**src/rtl/fp_mul_pkg.sv**
```systemverilog
// fp_mul_pkg: shared width, default multiplier latency and scheduler state encoding
package fp_mul_pkg;
  localparam int FP_W = 32;
  localparam int DEF_MUL_LATENCY = 50;
  typedef enum logic [1:0] {IDLE, START, RUN, RESP} state_t;
endpackage

```
**src/rtl/fp_mul_sched_if.sv**
```systemverilog
// fp_mul_sched_if: request/response/multiplier bundle; slave = scheduler, master = requesters + fp_mul
interface fp_mul_sched_if
  import fp_mul_pkg::*;
#(
  parameter int NREQ = 4,
  parameter int IDW  = 2
);
  logic [NREQ-1:0]      req_valid;
  logic [NREQ-1:0]      req_ready;
  logic [FP_W*NREQ-1:0] req_a;
  logic [FP_W*NREQ-1:0] req_b;
  logic                 resp_valid;
  logic                 resp_ready;
  logic [IDW-1:0]       resp_id;
  logic [FP_W-1:0]      resp_result;
  logic                 resp_overflow;
  logic                 busy;
  logic                 mul_rst;
  logic [FP_W-1:0]      mul_a;
  logic [FP_W-1:0]      mul_b;
  logic [FP_W-1:0]      mul_c;
  logic                 mul_overflow;
  modport slave (
    input  req_valid, req_a, req_b, resp_ready, mul_c, mul_overflow,
    output req_ready, resp_valid, resp_id, resp_result, resp_overflow, busy, mul_rst, mul_a, mul_b
  );
  modport master (
    output req_valid, req_a, req_b, resp_ready, mul_c, mul_overflow,
    input  req_ready, resp_valid, resp_id, resp_result, resp_overflow, busy, mul_rst, mul_a, mul_b
  );
endinterface

```
**src/rtl/fp_mul_rr_arb.sv**
```systemverilog
// fp_mul_rr_arb: combinational round-robin pick; i_req/i_ptr in, o_grant (first set bit from i_ptr upward, wrapping) and o_any out
module fp_mul_rr_arb #(
  parameter int NREQ = 4,
  parameter int IDW  = 2
) (
  input  logic [NREQ-1:0] i_req,
  input  logic [IDW-1:0]  i_ptr,
  output logic [IDW-1:0]  o_grant,
  output logic            o_any
);
  logic [NREQ-1:0] w_hi;
  logic [NREQ-1:0] w_pool;
  assign o_any = |i_req;
  always_comb begin
    w_hi = '0;
    for (int k = 0; k < NREQ; k++) w_hi[k] = i_req[k] && (k >= int'(i_ptr));
    w_pool = |w_hi ? w_hi : i_req;
    o_grant = '0;
    for (int k = NREQ - 1; k >= 0; k--) if (w_pool[k]) o_grant = IDW'(k);
  end
endmodule

```
**src/rtl/fp_mul_sched.sv**
```systemverilog
// fp_mul_sched: round-robin sharing of one fixed-latency fp_mul; clk, rst (async active-low), bus (slave: requests, response, fp_mul drive)
module fp_mul_sched
  import fp_mul_pkg::*;
#(
  parameter int NREQ        = 4,
  parameter int IDW         = (NREQ > 1) ? $clog2(NREQ) : 1,
  parameter int MUL_LATENCY = DEF_MUL_LATENCY,
  parameter int CNT_W       = 6
) (
  input logic          clk,
  input logic          rst,
  fp_mul_sched_if.slave bus
);
  state_t           r_state;
  logic [IDW-1:0]   r_ptr;
  logic [IDW-1:0]   r_id;
  logic [CNT_W-1:0] r_cnt;
  logic [FP_W-1:0]  r_a;
  logic [FP_W-1:0]  r_b;
  logic [FP_W-1:0]  r_res;
  logic             r_ovf;
  logic             r_valid;
  logic [IDW-1:0]   w_grant;
  logic [IDW-1:0]   w_ptr_nxt;
  logic [FP_W-1:0]  w_a;
  logic [FP_W-1:0]  w_b;
  logic             w_any;
  fp_mul_rr_arb #(.NREQ(NREQ), .IDW(IDW)) u_arb (
    .i_req  (bus.req_valid),
    .i_ptr  (r_ptr),
    .o_grant(w_grant),
    .o_any  (w_any)
  );
  always_comb begin
    w_a = '0;
    w_b = '0;
    for (int k = 0; k < NREQ; k++) begin
      if (w_grant == IDW'(k)) begin
        w_a = bus.req_a[k*FP_W +: FP_W];
        w_b = bus.req_b[k*FP_W +: FP_W];
      end
    end
  end
  assign w_ptr_nxt     = (w_grant == IDW'(NREQ - 1)) ? '0 : w_grant + 1'b1;
  assign bus.req_ready = (rst && r_state == IDLE && w_any) ? NREQ'(1) << w_grant : '0;
  assign bus.busy      = r_state != IDLE;
  assign bus.mul_rst   = r_state != RUN;
  assign bus.mul_a     = r_a;
  assign bus.mul_b     = r_b;
  assign bus.resp_valid    = r_valid;
  assign bus.resp_id       = r_id;
  assign bus.resp_result   = r_res;
  assign bus.resp_overflow = r_ovf;
  always_ff @(posedge clk or negedge rst) begin
    if (!rst) begin
      r_state <= IDLE;
      r_ptr   <= '0;
      r_id    <= '0;
      r_cnt   <= '0;
      r_a     <= '0;
      r_b     <= '0;
      r_res   <= '0;
      r_ovf   <= 1'b0;
      r_valid <= 1'b0;
    end else begin
      case (r_state)
        IDLE: if (w_any) begin
          r_a     <= w_a;
          r_b     <= w_b;
          r_id    <= w_grant;
          r_ptr   <= w_ptr_nxt;
          r_state <= START;
        end
        START: begin
          r_cnt   <= '0;
          r_state <= RUN;
        end
        RUN: begin
          r_cnt <= r_cnt + 1'b1;
          if (r_cnt == CNT_W'(MUL_LATENCY - 1)) begin
            r_res   <= bus.mul_c;
            r_ovf   <= bus.mul_overflow;
            r_valid <= 1'b1;
            r_state <= RESP;
          end
        end
        RESP: if (bus.resp_ready) begin
          r_valid <= 1'b0;
          r_state <= IDLE;
        end
        default: r_state <= IDLE;
      endcase
    end
  end
endmodule
```
**src/flat_wrapper.sv**
```systemverilog
// flat-port wrapper written by rule: the top's interface ports become plain ports
module fp_mul_sched_flat import fp_mul_pkg::*;
#(
  parameter int NREQ        = 4,
  parameter int IDW         = (NREQ > 1) ? $clog2(NREQ) : 1,
  parameter int MUL_LATENCY = DEF_MUL_LATENCY,
  parameter int CNT_W       = 6
)
  (clk, rst, bus_req_valid, bus_req_a, bus_req_b, bus_resp_ready, bus_mul_c, bus_mul_overflow, bus_req_ready, bus_resp_valid, bus_resp_id, bus_resp_result, bus_resp_overflow, bus_busy, bus_mul_rst, bus_mul_a, bus_mul_b);
  fp_mul_sched_if #(.NREQ(NREQ), .IDW(IDW)) bus_i ();
  input logic clk;
  input logic rst;
  input wire logic [$bits(bus_i.req_valid)-1:0] bus_req_valid;
  input wire logic [$bits(bus_i.req_a)-1:0] bus_req_a;
  input wire logic [$bits(bus_i.req_b)-1:0] bus_req_b;
  input wire logic [$bits(bus_i.resp_ready)-1:0] bus_resp_ready;
  input wire logic [$bits(bus_i.mul_c)-1:0] bus_mul_c;
  input wire logic [$bits(bus_i.mul_overflow)-1:0] bus_mul_overflow;
  output wire logic [$bits(bus_i.req_ready)-1:0] bus_req_ready;
  output wire logic [$bits(bus_i.resp_valid)-1:0] bus_resp_valid;
  output wire logic [$bits(bus_i.resp_id)-1:0] bus_resp_id;
  output wire logic [$bits(bus_i.resp_result)-1:0] bus_resp_result;
  output wire logic [$bits(bus_i.resp_overflow)-1:0] bus_resp_overflow;
  output wire logic [$bits(bus_i.busy)-1:0] bus_busy;
  output wire logic [$bits(bus_i.mul_rst)-1:0] bus_mul_rst;
  output wire logic [$bits(bus_i.mul_a)-1:0] bus_mul_a;
  output wire logic [$bits(bus_i.mul_b)-1:0] bus_mul_b;
  assign bus_i.req_valid = bus_req_valid;
  assign bus_i.req_a = bus_req_a;
  assign bus_i.req_b = bus_req_b;
  assign bus_i.resp_ready = bus_resp_ready;
  assign bus_i.mul_c = bus_mul_c;
  assign bus_i.mul_overflow = bus_mul_overflow;
  assign bus_req_ready = bus_i.req_ready;
  assign bus_resp_valid = bus_i.resp_valid;
  assign bus_resp_id = bus_i.resp_id;
  assign bus_resp_result = bus_i.resp_result;
  assign bus_resp_overflow = bus_i.resp_overflow;
  assign bus_busy = bus_i.busy;
  assign bus_mul_rst = bus_i.mul_rst;
  assign bus_mul_a = bus_i.mul_a;
  assign bus_mul_b = bus_i.mul_b;
  fp_mul_sched #(.NREQ(NREQ), .IDW(IDW), .MUL_LATENCY(MUL_LATENCY), .CNT_W(CNT_W)) u_core (.clk(clk), .rst(rst), .bus(bus_i));
endmodule
```
**config.mk**
```make
export PLATFORM = sky130hd
export DESIGN_NAME = fp_mul_sched_flat
export DESIGN_NICKNAME = d
export VERILOG_FILES = /design/src/rtl/fp_mul_pkg.sv /design/src/rtl/fp_mul_sched_if.sv /design/src/rtl/fp_mul_rr_arb.sv /design/src/rtl/fp_mul_sched.sv /design/src/flat_wrapper.sv
export SDC_FILE = /design/constraint.sdc
export NUM_CORES = 1
export LEC_CHECK = 0
export ABC_AREA = 1
export BUFFER_PORTS_ARGS = -buffer_cell sky130_fd_sc_hd__clkbuf_2
export CORE_AREA = 2 2 156 158
export DETAILED_ROUTE_END_ITERATION = 12
export DIE_AREA = 0 0 158 160
export RECOVER_POWER = 50
export SLEW_MARGIN = 20
export SYNTH_ARGS = -nofsm -noshare
export SYNTH_HDL_FRONTEND = slang
export SYNTH_SLANG_ARGS = --single-unit
```
**constraint.sdc**
```tcl
create_clock -name clk -period 2.3 [get_ports clk]
set_input_delay 0.23 -clock clk [delete_from_list [all_inputs] [get_ports clk]]
set_output_delay 0.23 -clock clk [all_outputs]
set_load 0.05 [all_outputs]
```
Yosys cells after proc, flatten, opt, wreduce, memory -nomap -nowiden
Cells that the tools add are included.
- register bits: 110
- latch bits: 0
- RAM bits: 0
- ROM bits: 0
- input port bits: 296
- output and inout port bits: 106
- word-level logic and storage cells: 65
- memories: 0
- $add $sub $neg: 2
- $mul: 0
- divide/modulo/power cells: 0
- $lt $le $gt $ge: 3
- equality and inequality tests: 11
- shift operators: 1
- multiplexer cells: 23
- bitwise operators: 0
- reduce and logical (&&, ||, !) cells: 16
- operators with widths (kind ; number):
    32-bit two-way mux ; 8
    2-bit two-way mux ; 8
    6-bit case mux with 2 select lines ; 1
    2-bit == test (second input constant) ; 4
    2-bit case mux with 4 select lines ; 1
    4-bit OR reduction ; 2
    6-bit by 1-bit adder with 6-bit output (second input constant) ; 1
    6-bit == test (second input constant) ; 1
    3-bit AND reduction ; 2
    2-bit nonzero test ; 3
    1-bit logical AND ; 5
    2-bit by 1-bit == test with 1-bit output (second input constant) ; 2
    1-bit by 2-bit greater-or-equal comparator with 1-bit output (first input constant) ; 2
    2-bit zero test ; 2
    4-bit two-way mux ; 1
    2-bit by 1-bit inequality test with 1-bit output (second input constant) ; 2
    2-bit inequality test (second input constant) ; 2
    2-bit AND reduction ; 2
    1-bit by 2-bit << shifter with 4-bit output (first input constant) ; 1
    3-bit two-way mux ; 1
    2-bit by 1-bit adder with 2-bit output (second input constant) ; 1
    2-bit greater-or-equal comparator (first input constant) ; 1
    1-bit two-way mux ; 2
    1-bit case mux with 2 select lines ; 1

Depth between registers and ports, before layout
Gate-level depths: netlist of run 1.
- depth after elaboration: 12
- depth in mapped cells: 14
- gate-level depth less buffers: 13

Modules after synthesis
Synthesis of run 1 repeated with hierarchy kept, for this count alone.
- cells, all modules: 1093
- area, all modules: 6985.4 um^2
- by module, submodules not included (module ; times used ; cells an instance ; area each (um^2) ; sequential area each (um^2)):
    fp_mul_sched ; 1 ; 1070 ; 6885.4 ; 2752.6
    fp_mul_rr_arb ; 1 ; 23 ; 100.1 ; 0.0

Worst setup path after synthesis of run 1
Ideal clock, no wire load.
- path type: reg2out
- from: register u_core.r_ptr[1]
- to: output bus_req_ready[1]
- data arrival time: 2.187 ns
- data required time: 2.070 ns
- setup slack: -0.117 ns
- cell stages (with the launch flop): 12
- path buffers: 2
- cell sequence: dfrtp_1 inv_1 nand2_1 nand4_1 and2_1 nand2_1 inv_1 ha_1 buf_4 buf_2 inv_1 nor2_1
- word-level cells in the longest chain between the ends: 9
- elaborated cells on any way between the ends: 13
- RTL lines (what ; RTL line ; text):
    from (decl) ; fp_mul_sched.sv:15 ; logic [IDW-1:0] r_ptr;
    from (signal assigned) ; fp_mul_sched.sv:71 ; r_ptr <= w_ptr_nxt;
    1-bit by 2-bit greater-or-equal comparator with 1-bit output or 2-bit greater-or-equal comparator (tied branches) ; fp_mul_rr_arb.sv:16 ; for (int k = 0; k < NREQ; k++) w_hi[k] = i_req[k] && (k >= int'(i_ptr));
    1-bit logical AND ; fp_mul_rr_arb.sv:16 ;
    4-bit OR reduction ; fp_mul_rr_arb.sv:17 ; w_pool = |w_hi ? w_hi : i_req;
    3-bit two-way mux * ; fp_mul_rr_arb.sv:17 ;
    2-bit two-way mux (2 in a row) ; fp_mul_rr_arb.sv:19 ; for (int k = NREQ - 1; k >= 0; k--) if (w_pool[k]) o_grant = IDW'(k);
    2-bit two-way mux * ; fp_mul_rr_arb.sv:19 ;
    named net u_core.u_arb.o_grant[0] ; fp_mul_rr_arb.sv:8 ; output logic [IDW-1:0] o_grant,
    1-bit by 2-bit << shifter with 4-bit output * ; fp_mul_sched.sv:45 ; assign bus.req_ready = (rst && r_state == IDLE && w_any) ? NREQ'(1) << w_grant : '0;
    4-bit two-way mux * ; fp_mul_sched.sv:45 ;
    to (decl) ; flat_wrapper.sv:19 ; output wire logic [$bits(bus_i.req_ready)-1:0] bus_req_ready;
The timed path passes the listed nets; every way through them passes the cells marked *.

Final worst setup path of run 1
Same ends and word-level chain as after synthesis.

==> results of run 1 <==
[synthesized netlist by cell type]
cell type  number
buf_2          27
nand4_1         4
o22ai_1         1
dfrtp_1       110
nand3_1         7
nand2_1       187
clkbuf_1       23
nor2_4          1
o21ai_2         4
nand2_2         1
xnor2_1         1
inv_1          53
buf_1           3
a21oi_1       196
nor2_2          1
nor2_1         77
buf_6           8
nor3b_1         2
or2_2           1
inv_2           1
o21ai_1        27
o211ai_1       64
o21ai_0         6
or2_4           1
ha_1           10
and2_1          1
nor3_1          2
buf_4           2
[kinds of logic (layout without fill, tap and decap cells)]
kind of cell	after synthesis	count (layout)	share of synthesized area, %
AO/OA/AOI/OAI	298	298	26.8
XOR/XNOR	1	1	0.141
adder cells (fa/ha/maj)	10	10	2.01
buffers and inverters	117	508	8.70
flip-flops	110	110	44.3
AND/OR/NAND/NOR	285	285	18.0
[metrics by stage]
step	worst slack, ns	std cells
finish	0.0647	1536
global route	-0.0659	1536
CTS	-0.0618	1528
detailed placement	-0.00610	1508
global placement	0.0569	1508
floorplan	0.0970	821
[flip-flops by register name (all words and copies together), names as in the netlist]
register / flops
u_core.bus.resp_id: 2
u_core.r_ptr: 2
u_core.bus.resp_valid: 1
u_core.r_state: 2
u_core.r_cnt: 6
u_core.bus.resp_result: 32
u_core.bus.mul_a: 32
u_core.bus.mul_b: 32
u_core.bus.resp_overflow: 1
[power by group]
| part | internal, mW | total (mW) | switching [mW] | leakage (nW) |
|---|---|---|---|---|
| sequential | 2.63 | 3.04 | 0.412 | 1.19 |
| combinational | 2.69 | 8.84 | 6.15 | 3.40 |
| clock | 0.784 | 1.65 | 0.863 | 0.151 |
| total | 6.10 | 13.5 | 7.43 | 4.74 |
[final cells by class]
class	instances	area share [%]
Clock inverter	7	0.942
Timing Repair Buffer	438	27.0
Tap cell	324	4.42
Sequential cell	110	30.0
Clock buffer	9	2.46
Inverter	54	2.37
Multi-Input combinational cell	594	32.8
[what timing repair did]
action | 4_1_cts | 5_1_grt
resized for setup | 11 | 29
hold buffers | 1 | 0
setup endpoints to repair | 5 | 26
gates cloned | 2 | 3
pin swaps | 0 | 7
setup buffers | 1 | 5
endpoints found under the hold margin | 9 | 0
[worst paths after layout]
| check | end | depth (start not counted) | startpoint |
|---|---|---|---|
| max in group asynchronous | u_core.bus.mul_a[15]$_DFFE_PN0P_ | 3 | rst |
| worst min-delay path | u_core.bus.resp_result[25]$_DFFE_PN0P_ | 3 | bus_mul_c[25] |
| min in group asynchronous | u_core.bus.mul_b[17]$_DFFE_PN0P_ | 3 | rst |
| worst max register to register | u_core.bus.mul_a[1]$_DFFE_PN0P_ | 13 | u_core.r_ptr[1]$_DFFE_PN0P_ |
| worst max-delay path | bus_req_ready[1] | 11 | u_core.r_ptr[1]$_DFFE_PN0P_ |
| worst min register to register | u_core.bus.resp_result[8]$_DFFE_PN0P_ | 2 | u_core.bus.resp_result[8]$_DFFE_PN0P_ |
[critical path: cells and delay by family (launching register included)]
family                   cells  cell delay, ns
buffers and inverters        4            0.41
AND/OR/NAND/NOR              6            0.64
flip-flops                   1            0.42
adder cells (fa/ha/maj)      1            0.17
[metal layers]
metal	vias to the layer above	track usage, %	part of all wire [%]
met5	-	0	0.047
met4	2	4.91	1.8
met3	31	4.78	7.9
met2	331	35.0	49
met1	3362	24.6	41
li1	3535	-	-
==> summary.md, run 1 <==
| Metric | Value |
|---|---|
| Vias in the first global route | `6840` |
| Rel. slew slack | `-7.75%` |
| Synthesized area | `between 6000 and 7000 µm²` |
| Dominant cell type by area after synthesis | `dfrtp_1` |
| Largest net degree at the start of global routing | `about 110` |
| Least-Margin Pin Slew | `between 1.5 and 2 ns` |
| Max Cap Violations | `1` |
| Final period utilization | `a little over nine tenths` |
| First-pass GRT wire length | `~39000 µm` |
| Port Buffers | `401` |
| Reg area | `approximately 2800 µm²` |
| WL per Instance | `18.0 µm` |
| CP endpoint kind | `output pin` |
| Die X | `158 µm` |
| N_diodes | `0` |
| Required @ worst endpoint | `just over 2 ns` |
| Longest Clk Path Bufs | `2` |
| 1st-pass router iterations | `5` |
| Drt drc | `0` |
| Power Density | `roughly 1500 nW/µm²` |
| Seq cells post-synth | `110` |
| Final core utilization | `between 30% and 40%` |
| Final Cell Area | `slightly above 9000 µm²` |
| Yosys top cell area share | `between 40% and 50%` |
| Starting DRC count in detailed routing | `approximately 610` |
| F_max | `447 MHz` |
| Initial Util | `a little over a quarter` |
| Ranking of synthesized cells by area | `dfrtp_1 44%, a21oi_1 16%, nand2_1 11%, o211ai_1 7.7%, nor2_1 4.6%` |
| Syn Area/Cell | `approximately 7.6 µm²` |
| Top-Level Pins | `roughly 400` |
| Hold_ws | `~0.075 ns` |
| Final setup vio count | `0` |
| Largest stage delay, worst path | `between 0.4 and 0.5 ns` |
| Die area | `between 20000 and 30000 µm²` |
| Minimum clock period | `approximately 2.2 ns` |
| Filler Cells Inserted | `about 2600` |
| Final Slew Violations | `between 100 and 150` |
| Worst reg-to-reg setup slack | `0.09 ns` |
| Vias per cell | `approximately 4.7` |
| Gate Count Post-Synth | `about 820` |
| Die height | `about 160 µm` |
| Crit Path Category | `register to output pin` |
| CTS root buffer | `clkbuf_16` |
| Outcome | `complete, but fails checks` |
| Overflow left after global routing | `0` |
| Most frequent cells in the layout | `348 x clkbuf_2, 193 x a21oi_1, 184 x nand2_1` |
| H-tree depth | `3` |
| CTS tree | `yes` |
| Final hold violation count | `0` |
| Skew-Pair Late Insertion Delay | `0.36 ns` |
| Syn Nets | `about 1100` |
| Share of cells above drive strength 1 | `35.9%` |
| Placed instance area | `between 8000 and 9000 µm²` |
| WP data arrival | `roughly 2 ns` |
| Startpoint Class | `register` |
| Initial antenna violation count | `1` |
| Post-DP HPWL | `19200 µm` |
| Max IR drop VDD | `between 0.9 and 1 mV` |
| Inserted Clock Buffers | `9` |
| Area Growth Syn to Fin | `47.5%` |
| Core Region | `between 20000 and 25000 µm²` |
| Register area share after synthesis | `between 40 and 50%` |
| Post-synth cell types | `28` |
| Tot Pwr | `~14 mW` |
| TNS Setup | `0 ns` |
| Routed wire length | `around 28000 µm` |
| Area of the multi-input gates | `approximately 3000 µm²` |
| Max FO, Critical Path | `7` |
| Worst path cell trace | `nand2_1, nand2_2, nand4_1, and2_4, nand2_4, inv_4, ha_4, buf_12, inv_1, nor2_2, buf_8` |
| Antenna-violating nets left | `0` |
| Global Route Usage Sum | `20.0%` |
| RSZ-0062 raised after global routing | `true` |
| Synth Warn # | `0` |
| Row count | `57` |
| Vias | `7261` |
| Hold/Removal Path Class | `input pin to register` |
| # clock sinks | `between 100 and 150` |
| Reg clk slew, reported paths | `~0.090 ns` |
| Skew final | `0.0119 ns` |
| GPL Wtd Cong | `a little over 0.9` |
| Commonest non-fill, non-tap cell in the layout | `clkbuf_2` |
| Fin nets | `1513` |
| Leakage | `~4.7 nW` |
| Critical Path Slowest Stage Cell | `dfrtp_1` |
| Failing checks | `max-capacitance violations, max-slew violations` |
(Power assumes the default switching activity.)
==> run 2, diff against run 1 <==
--- a/config.mk
+++ b/config.mk
@@ -7,11 +7,12 @@
 export LEC_CHECK = 0
 export ABC_AREA = 1
 export BUFFER_PORTS_ARGS = -buffer_cell sky130_fd_sc_hd__clkbuf_2
-export CORE_AREA = 2 2 156 158
+export CORE_AREA = 2 2 157 159
 export DETAILED_ROUTE_END_ITERATION = 12
-export DIE_AREA = 0 0 158 160
+export DIE_AREA = 0 0 159 161
 export RECOVER_POWER = 50
 export SLEW_MARGIN = 20
 export SYNTH_ARGS = -nofsm -noshare
 export SYNTH_HDL_FRONTEND = slang
+export SYNTH_HIERARCHICAL = 1
 export SYNTH_SLANG_ARGS = --single-unit
==> summary.md, run 2 <==
| Metric | Value |
|---|---|
| Outcome | `complete, but fails checks` |
| Failing checks | `max-capacitance violations, max-slew violations` |
| Final Slew Violations | `111 (unchanged)` |
| Final hold violation count | `0 (unchanged)` |
| WP data arrival | `1.93 ns (-0.08 ns)` |
| Hold/Removal Path Class | `input pin to register` |
| Max Cap Violations | `1 (unchanged)` |
| Rel. slew slack | `-5.97% (+1.8 points)` |
| Synthesized area | `6990 µm² (+12%)` |
| Least-Margin Pin Slew | `1.59 ns (-0.0268 ns)` |
| Port Buffers | `401 (unchanged)` |
| Vias | `8248 (+14%)` |
| Commonest non-fill, non-tap cell in the layout | `nand2_1` |
| Critical Path Slowest Stage Cell | `dfrtp_1` |
| Startpoint Class | `register` |
| Minimum clock period | `2.16 ns (-0.0714 ns)` |
| Skew final | `0.0121 ns (+0.000221 ns)` |
| Gate Count Post-Synth | `1093 (+33%)` |
| Largest net degree at the start of global routing | `111 (unchanged)` |
| Vias per cell | `4.61 (-2.5%)` |
| Post-synth cell types | `28 (unchanged)` |
| Filler Cells Inserted | `2585 (-2.1%)` |
| Final period utilization | `94.1% (-3.1 points)` |
| Placed instance area | `9410 µm² (+9.4%)` |
| Top sig layer | `met4` |
| CTS tree | `yes` |
| Die X | `159 µm (+0.63%)` |
| Top FF cell, synth | `dfrtp_1` |
| Die area | `25600 µm² (+1.3%)` |
| Initial antenna violation count | `0 (-1)` |
| Final core utilization | `40.8% (+2.3 points)` |
| Most common cell in the netlist | `nand2_1` |
| Crit Path Category | `register to output pin` |
| Largest stage delay, worst path | `0.41 ns (about the same)` |
| Worst path cell trace | `nand2_1, nand2_2, nand2_1, nand2_1, nand2_2, inv_2, nor2_4, inv_2, ha_4, inv_8, nor2_4, buf_12` |
| Longest Clk Path Bufs | `2 (unchanged)` |
| Leakage | `5.75 nW (+21%)` |
| Required @ worst endpoint | `2.07 ns (about the same)` |
| Share of cells above drive strength 1 | `30.0% (-5.9 points)` |
| WP buf/inv | `4 (unchanged)` |
| Drt drc | `0 (unchanged)` |
| Routed wire length | `26700 µm (-3.5%)` |
| Fin nets | `1768 (+17%)` |
| Syn Area/Cell | `6.39 µm² (-16%)` |
| Dominant cell type by area after synthesis | `dfrtp_1` |
| Row count | `57 (unchanged)` |
| Placed cell count | `1769 (+17%)` |
| Area Growth Syn to Fin | `39.9%` |
| Most used cell along the critical path | `nand2_1` |
| Initial Util | `29.2% (+3.1 points)` |
| Ranking of synthesized cells by area | `dfrtp_1 39%, nand2_1 27%, nor2_1 7.4%, nand3_1 5.2%, a21oi_1 5.0%` |
| Die height | `161 µm (+0.63%)` |
| Reg clk slew, reported paths | `0.08 ns (about the same)` |
| Core Region | `24000 µm² (+0.60%)` |
| Final Cell Area | `9770 µm² (+6.6%)` |
| Starting DRC count in detailed routing | `631 (+3.3%)` |
| Overflow left after global routing | `0 (unchanged)` |
| WL met2 | `12900 µm (-4.7%)` |
| Final Non-Filler Cells | `1790 (+17%)` |
| Skew-Pair Late Insertion Delay | `0.35 ns (about the same)` |
| First-pass GRT wire length | `41000 µm (+6.4%)` |
| Final setup vio count | `0 (unchanged)` |
| Yosys top cell area share | `39.4% (-4.9 points)` |
| Power Density | `1280 nW/µm² (-13%)` |
| N_diodes | `0 (unchanged)` |
| Max IR drop VDD | `0.700 mV (-29%)` |
| M1 wire length | `11200 µm (-2.0%)` |
| Global Route Usage Sum | `19.9% (-0.039 points)` |
| Max FO, Critical Path | `5 (-2)` |
| Post-DP HPWL | `19600 µm (+2.3%)` |
| # hold bufs at CTS | `0 (-1)` |
| Synth Warn # | `6 (+6)` |
| Vias in the first global route | `7793 (+14%)` |
| TNS Setup | `0 ns (unchanged)` |
| H-tree depth | `3 (unchanged)` |
| # clock sinks | `110 (unchanged)` |
| Seq cells post-synth | `110 (unchanged)` |
| Number of flops mapped to enable cells by yosys | `0 (unchanged)` |
| Met3 routed WL | `1650 µm (-25%)` |
| Tot Pwr | `12.5 mW (-7.8%)` |
| Most frequent cells after synthesis | `506 x nand2_1, 138 x nor2_1, 110 x dfrtp_1` |
| 1st-pass router iterations | `5 (unchanged)` |
| CTS root buffer | `clkbuf_16` |
| WL per Instance | `14.9 µm (-17%)` |
| F_max | `462 MHz (+3.3%)` |
| Most frequent cells in the layout | `502 x nand2_1, 344 x clkbuf_2, 135 x nor2_1` |
| Inserted Clock Buffers | `9 (unchanged)` |
| Register area share after synthesis | `39.4% (-4.9 points)` |
| Top-Level Pins | `402 (unchanged)` |
| Largest delay share family, worst path | `simple AND/OR/NAND/NOR gates` |
| Antenna-violating nets left | `0 (unchanged)` |
| GPL Wtd Cong | `0.899 (-2.6%)` |
| CP endpoint kind | `output pin` |
| Fraction of registers with async set or reset after synthesis | `100% (unchanged)` |
| Syn Nets | `1399 (+24%)` |
run 2: kinds of logic (layout without fill, tap and decap cells):
| family | count (synthesis) | count (layout) | synth area share (%) |
|---|---|---|---|
| buf+inv | 127 | 500 | 8.44 |
| simple gates | 739 | 739 | 41.9 |
| fa+ha+maj | 10 | 10 | 1.79 |
| compound gates | 107 | 107 | 8.44 |
| flops | 110 | 110 | 39.4 |
run 2: timing repair:
| action | CTS | global route |
|---|---|---|
| gates resized for setup | 10 | 18 |
| gates cloned | 0 | 1 |
| pin swaps | 1 | 6 |
| endpoints found under the setup margin | 4 | 68 |
| buffers inserted | 1 | 4 |
run 2: worst reg2reg max path: cells and delay by family (launching register included):
| kind | cells | cell delay, ns |
|---|---|---|
| flip-flops | 1 | 0.41 |
| AND/OR/NAND/NOR | 12 | 0.94 |
| buffers and inverters | 4 | 0.45 |
| adder cells (fa/ha/maj) | 1 | 0.18 |
run 2: cell type report:
class	count	area, µm²	share of cell area [%]
Clock buffer	9	225	2.31
Clock inverter	6	56.3	0.576
Inverter	55	216	2.22
Multi-Input combinational cell	856	3730	38.1
Sequential cell	110	2750	28.2
Tap cell	324	405	4.15
Timing Repair Buffer	430	2390	24.4
run 2: metal layers:
layer,up-vias,GRT usage (%)
met4,0,8.39
met2,376,34.5
li1,4108,-
met3,64,2.72
met1,3700,25.1
met5,-,0
run 2: where the power goes:
group	internal [mW]	switching (mW)	leakage [nW]
Combinational	2.36	5.67	4.35
Sequential	2.53	0.344	1.27
Clock	0.754	0.816	0.136
Total	5.64	6.83	5.75
run 2: through the flow:
| step | hold WS [ns] | worst slack (ns) |
|---|---|---|
| after floorplan | -0.0656 | 0.0242 |
| after global placement | 0.413 | 0.231 |
| after detailed placement | 0.414 | 0.238 |
| after CTS | 0.0221 | -0.0371 |
| after global routing | 0.0688 | -0.00730 |
| final | 0.0791 | 0.136 |
run 2: final timing paths:
| path | start | endpoint | slack, ns | cells after the start |
|---|---|---|---|---|
| setup / recovery | u_core/r_ptr[1]$_DFFE_PN0P_ | bus_req_ready[1] | 0.14 | 12 |
| max in group asynchronous | rst | u_core/bus.mul_b[30]$_DFFE_PN0P_ | 0.79 | 2 |
| min in group asynchronous | rst | u_core/bus.mul_a[26]$_DFFE_PN0P_ | 0.50 | 2 |
| hold / removal | bus_mul_c[15] | u_core/bus.resp_result[15]$_DFFE_PN0P_ | 0.08 | 3 |
| hold reg to reg | u_core/bus.mul_b[26]$_DFFE_PN0P_ | u_core/bus.mul_b[26]$_DFFE_PN0P_ | 0.48 | 2 |
| setup reg to reg | u_core/r_ptr[1]$_DFFE_PN0P_ | u_core/bus.mul_b[28]$_DFFE_PN0P_ | 0.21 | 17 |
==> run 3, diff against run 2 <==
--- a/config.mk
+++ b/config.mk
@@ -7,9 +7,14 @@
 export LEC_CHECK = 0
 export ABC_AREA = 1
 export BUFFER_PORTS_ARGS = -buffer_cell sky130_fd_sc_hd__clkbuf_2
-export CORE_AREA = 2 2 157 159
+export CELL_PAD_IN_SITES_DETAIL_PLACEMENT = 1
+export CELL_PAD_IN_SITES_GLOBAL_PLACEMENT = 2
+export CORE_ASPECT_RATIO = 0.75
+export CORE_MARGIN = 2
+export CORE_UTILIZATION = 21
 export DETAILED_ROUTE_END_ITERATION = 12
-export DIE_AREA = 0 0 159 161
+export MAX_ROUTING_LAYER = met4
+export PLACE_DENSITY_LB_ADDON = 0.1
 export RECOVER_POWER = 50
 export SLEW_MARGIN = 20
 export SYNTH_ARGS = -nofsm -noshare
==> summary.md, run 3 (synthesis gave the netlist of run 2 again) <==
| Metric | Value |
|---|---|
| Hold Crit Depth | `3 (unchanged)` |
| H-tree depth | `3 (unchanged)` |
| Overflow left after global routing | `0 (unchanged)` |
| 1st-pass router iterations | `4 (-1)` |
| Initial Util | `21.4% (-7.7 points)` |
| Routed wire length | `33000 µm (+23%)` |
| Vias per cell | `4.24 (-7.9%)` |
| Final hold violation count | `0 (unchanged)` |
| Max Cap Violations | `1 (unchanged)` |
| Max IR drop VDD | `0.504 mV (-28%)` |
| Top-Level Pins | `402 (unchanged)` |
| WHS Endpoint | `u_core/bus.resp_result[4]$_DFFE_PN0P_` |
| Least-Margin Pin Slew | `1.56 ns (-0.0311 ns)` |
| CP endpoint kind | `output pin` |
| R2R Path End | `u_core/bus.mul_b[9]$_DFFE_PN0P_` |
| CTS tree | `yes` |
| Largest net degree at the start of global routing | `111 (unchanged)` |
| Post-DP HPWL | `24200 µm (+23%)` |
| Global Route Usage Sum | `19.6% (-0.40 points)` |
| Outcome | `complete, but fails checks` |
| Drt drc | `0 (unchanged)` |
| Leakage | `5.75 nW (about the same)` |
| Vias in the first global route | `8508 (+9.2%)` |
| Hold_ws | `0.0698 ns (-0.00927 ns)` |
| Share of cells above drive strength 1 | `29.9% (-0.14 points)` |
| Most frequent cells in the layout | `503 x nand2_1, 344 x clkbuf_2, 135 x nor2_1` |
| GPL Wtd Cong | `0.814 (-9.4%)` |
| Final setup vio count | `0 (unchanged)` |
| Fin nets | `1765 (-0.17%)` |
| Filler Cells Inserted | `4286 (+66%)` |
| WP data arrival | `1.96 ns (+0.03 ns)` |
| Commonest non-fill, non-tap cell in the layout | `nand2_1` |
| Worst Hold Launch | `bus_mul_c[4]` |
| Hold/Removal Path Class | `input pin to register` |
| Top sig layer | `met4` |
| Startpoint Class | `register` |
| Met3 routed WL | `2080 µm (+26%)` |
| Final period utilization | `95.4% (+1.3 points)` |
| Die X | `215 µm (+35%)` |
| Max FO, Critical Path | `5 (unchanged)` |
| Starting DRC count in detailed routing | `351 (-44%)` |
| Initial antenna violation count | `4 (+4)` |
| M1 wire length | `15000 µm (+34%)` |
| Core Region | `32600 µm² (+36%)` |
| Skew final | `0.00906 ns (-0.00304 ns)` |
| CTS root buffer | `clkbuf_16` |
| # clock sinks | `110 (unchanged)` |
| Die height | `162 µm (+0.59%)` |
| RSZ-0062 raised after global routing | `true` |
| Tot Pwr | `12.7 mW (+1.8%)` |
| Inserted Clock Buffers | `9 (unchanged)` |
| Worst R2R Start | `u_core/r_ptr[1]$_DFFE_PN0P_` |
| Die area | `34800 µm² (+36%)` |
| Crit Path Category | `register to output pin` |
| Power Density | `1280 nW/µm² (+0.30%)` |
| Critical Path Slowest Stage Cell | `dfrtp_1` |
| Largest stage delay, worst path | `0.42 ns (about the same)` |
| Failing checks | `max-capacitance violations, max-slew violations` |
| Required @ worst endpoint | `2.07 ns (about the same)` |
| First-pass GRT wire length | `50700 µm (+24%)` |
| Worst r2r path cells | `17 (unchanged)` |
| Most used cell along the critical path | `nand2_1` |
| Minimum clock period | `2.19 ns (+0.0299 ns)` |
| WL per Instance | `17.3 µm (+16%)` |
| Rel. slew slack | `-3.89% (+2.1 points)` |
| Vias | `8100 (-1.8%)` |
| Final Slew Violations | `111 (unchanged)` |
| Worst reg-to-reg setup slack | `0.15 ns (-0.06 ns)` |
| Worst path cell trace | `or2_1, nand2_1, nand2_2, nand2_1, inv_2, inv_4, ha_4, inv_1, nor2_1, clkbuf_8` |
| Row count | `57 (unchanged)` |
| Skew-Pair Late Insertion Delay | `0.37 ns (+0.02 ns)` |
| Area Growth Syn to Fin | `41.9%` |
| Antenna-violating nets left | `0 (unchanged)` |
| WL met2 | `15700 µm (+22%)` |
| Longest Clk Path Bufs | `2 (unchanged)` |
| Port Buffers | `401 (unchanged)` |
| F_max | `456 MHz (-1.4%)` |
| Reg clk slew, reported paths | `0.08 ns (about the same)` |
## run 3: cell types whose count changed in the layout (fill, tap and decap cells not counted), sizes merged
cell | previous run | this run
clkbuf | 410 | 408
dlygate4sd3 | 0 | 1
clkinv | 3 | 2
bufinv | 0 | 1
buf | 29 | 28
diode | 0 | 4
clkinvlp | 1 | 0
## run 3: cell type report
cell class              instances  area (µm²)  area share [%]
diodes                          4        10.0           0.101
clock buffers                  10         239            2.41
clock inverters                 5        57.6           0.581
inverters                      55         219            2.21
multi-input cells             856        3740            37.7
flip-flops and latches        110        2750            27.8
well taps                     442         553            5.58
repair buffers                427        2340            23.6
## run 3: through the flow
step / cell area, µm² / utilization [%] / cells / worst slack (ns) / setup TNS (ns)
global route: 9910 / 30.4 / 1909 / -0.0213 / -0.0750
detailed placement: 9510 / 29.2 / 1884 / 0.215 / 0
CTS: 9870 / 30.3 / 1899 / 0.00250 / 0
global placement: 9510 / 29.2 / 1884 / 0.263 / 0
floorplan: 6990 / - / 1093 / 0.0242 / 0
finish: 9910 / 30.4 / 1909 / 0.106 / 0
## run 3: repair_timing
action / in CTS / in global routing
buffers inserted: 0 / 5
hold buffers: 0 / 1
pin swaps: 0 / 7
gates resized for setup: 14 / 20
endpoints found under the hold margin: 0 / 20
setup endpoints to repair: 4 / 35
## run 3: layer usage
layer | GRT usage (%) | vias to the layer above
met4 | 2.81 | 0
li1 | - | 4106
met2 | 32.1 | 206
met3 | 5.81 | 10
met5 | - | -
met1 | 24.4 | 3778
## run 3: worst max-delay path, delay by kind of cell, from the launching register on
family                   cells  cell delay [ns]
AND/OR/NAND/NOR              5             0.59
buffers and inverters        4             0.43
adder cells (fa/ha/maj)      1             0.16
flip-flops                   1             0.42
## run 3: power breakdown
| part | internal (mW) | switching, mW |
|---|---|---|
| clock | 0.876 | 0.800 |
| sequential | 2.53 | 0.336 |
| combinational | 2.31 | 5.84 |
| total | 5.71 | 6.98 |
## run 3: worst max-delay path by stage
stage	startpoint	slack [ns]	cells after the start	end
2_1_floorplan	u_core/r_ptr[1]$_DFFE_PN0P_	0.02	10	bus_req_ready[0]
3_3_place_gp	u_core/r_ptr[1]$_DFFE_PN0P_	0.26	14	u_core/bus.mul_b[3]$_DFFE_PN0P_
3_5_place_dp	u_core/r_ptr[1]$_DFFE_PN0P_	0.21	17	u_core/bus.mul_a[15]$_DFFE_PN0P_
4_1_cts	u_core/r_ptr[1]$_DFFE_PN0P_	0.002	9	bus_req_ready[3]
5_1_grt	u_core/r_ptr[1]$_DFFE_PN0P_	-0.02	10	bus_req_ready[0]
6_report	u_core/r_ptr[1]$_DFFE_PN0P_	0.11	10	bus_req_ready[0]
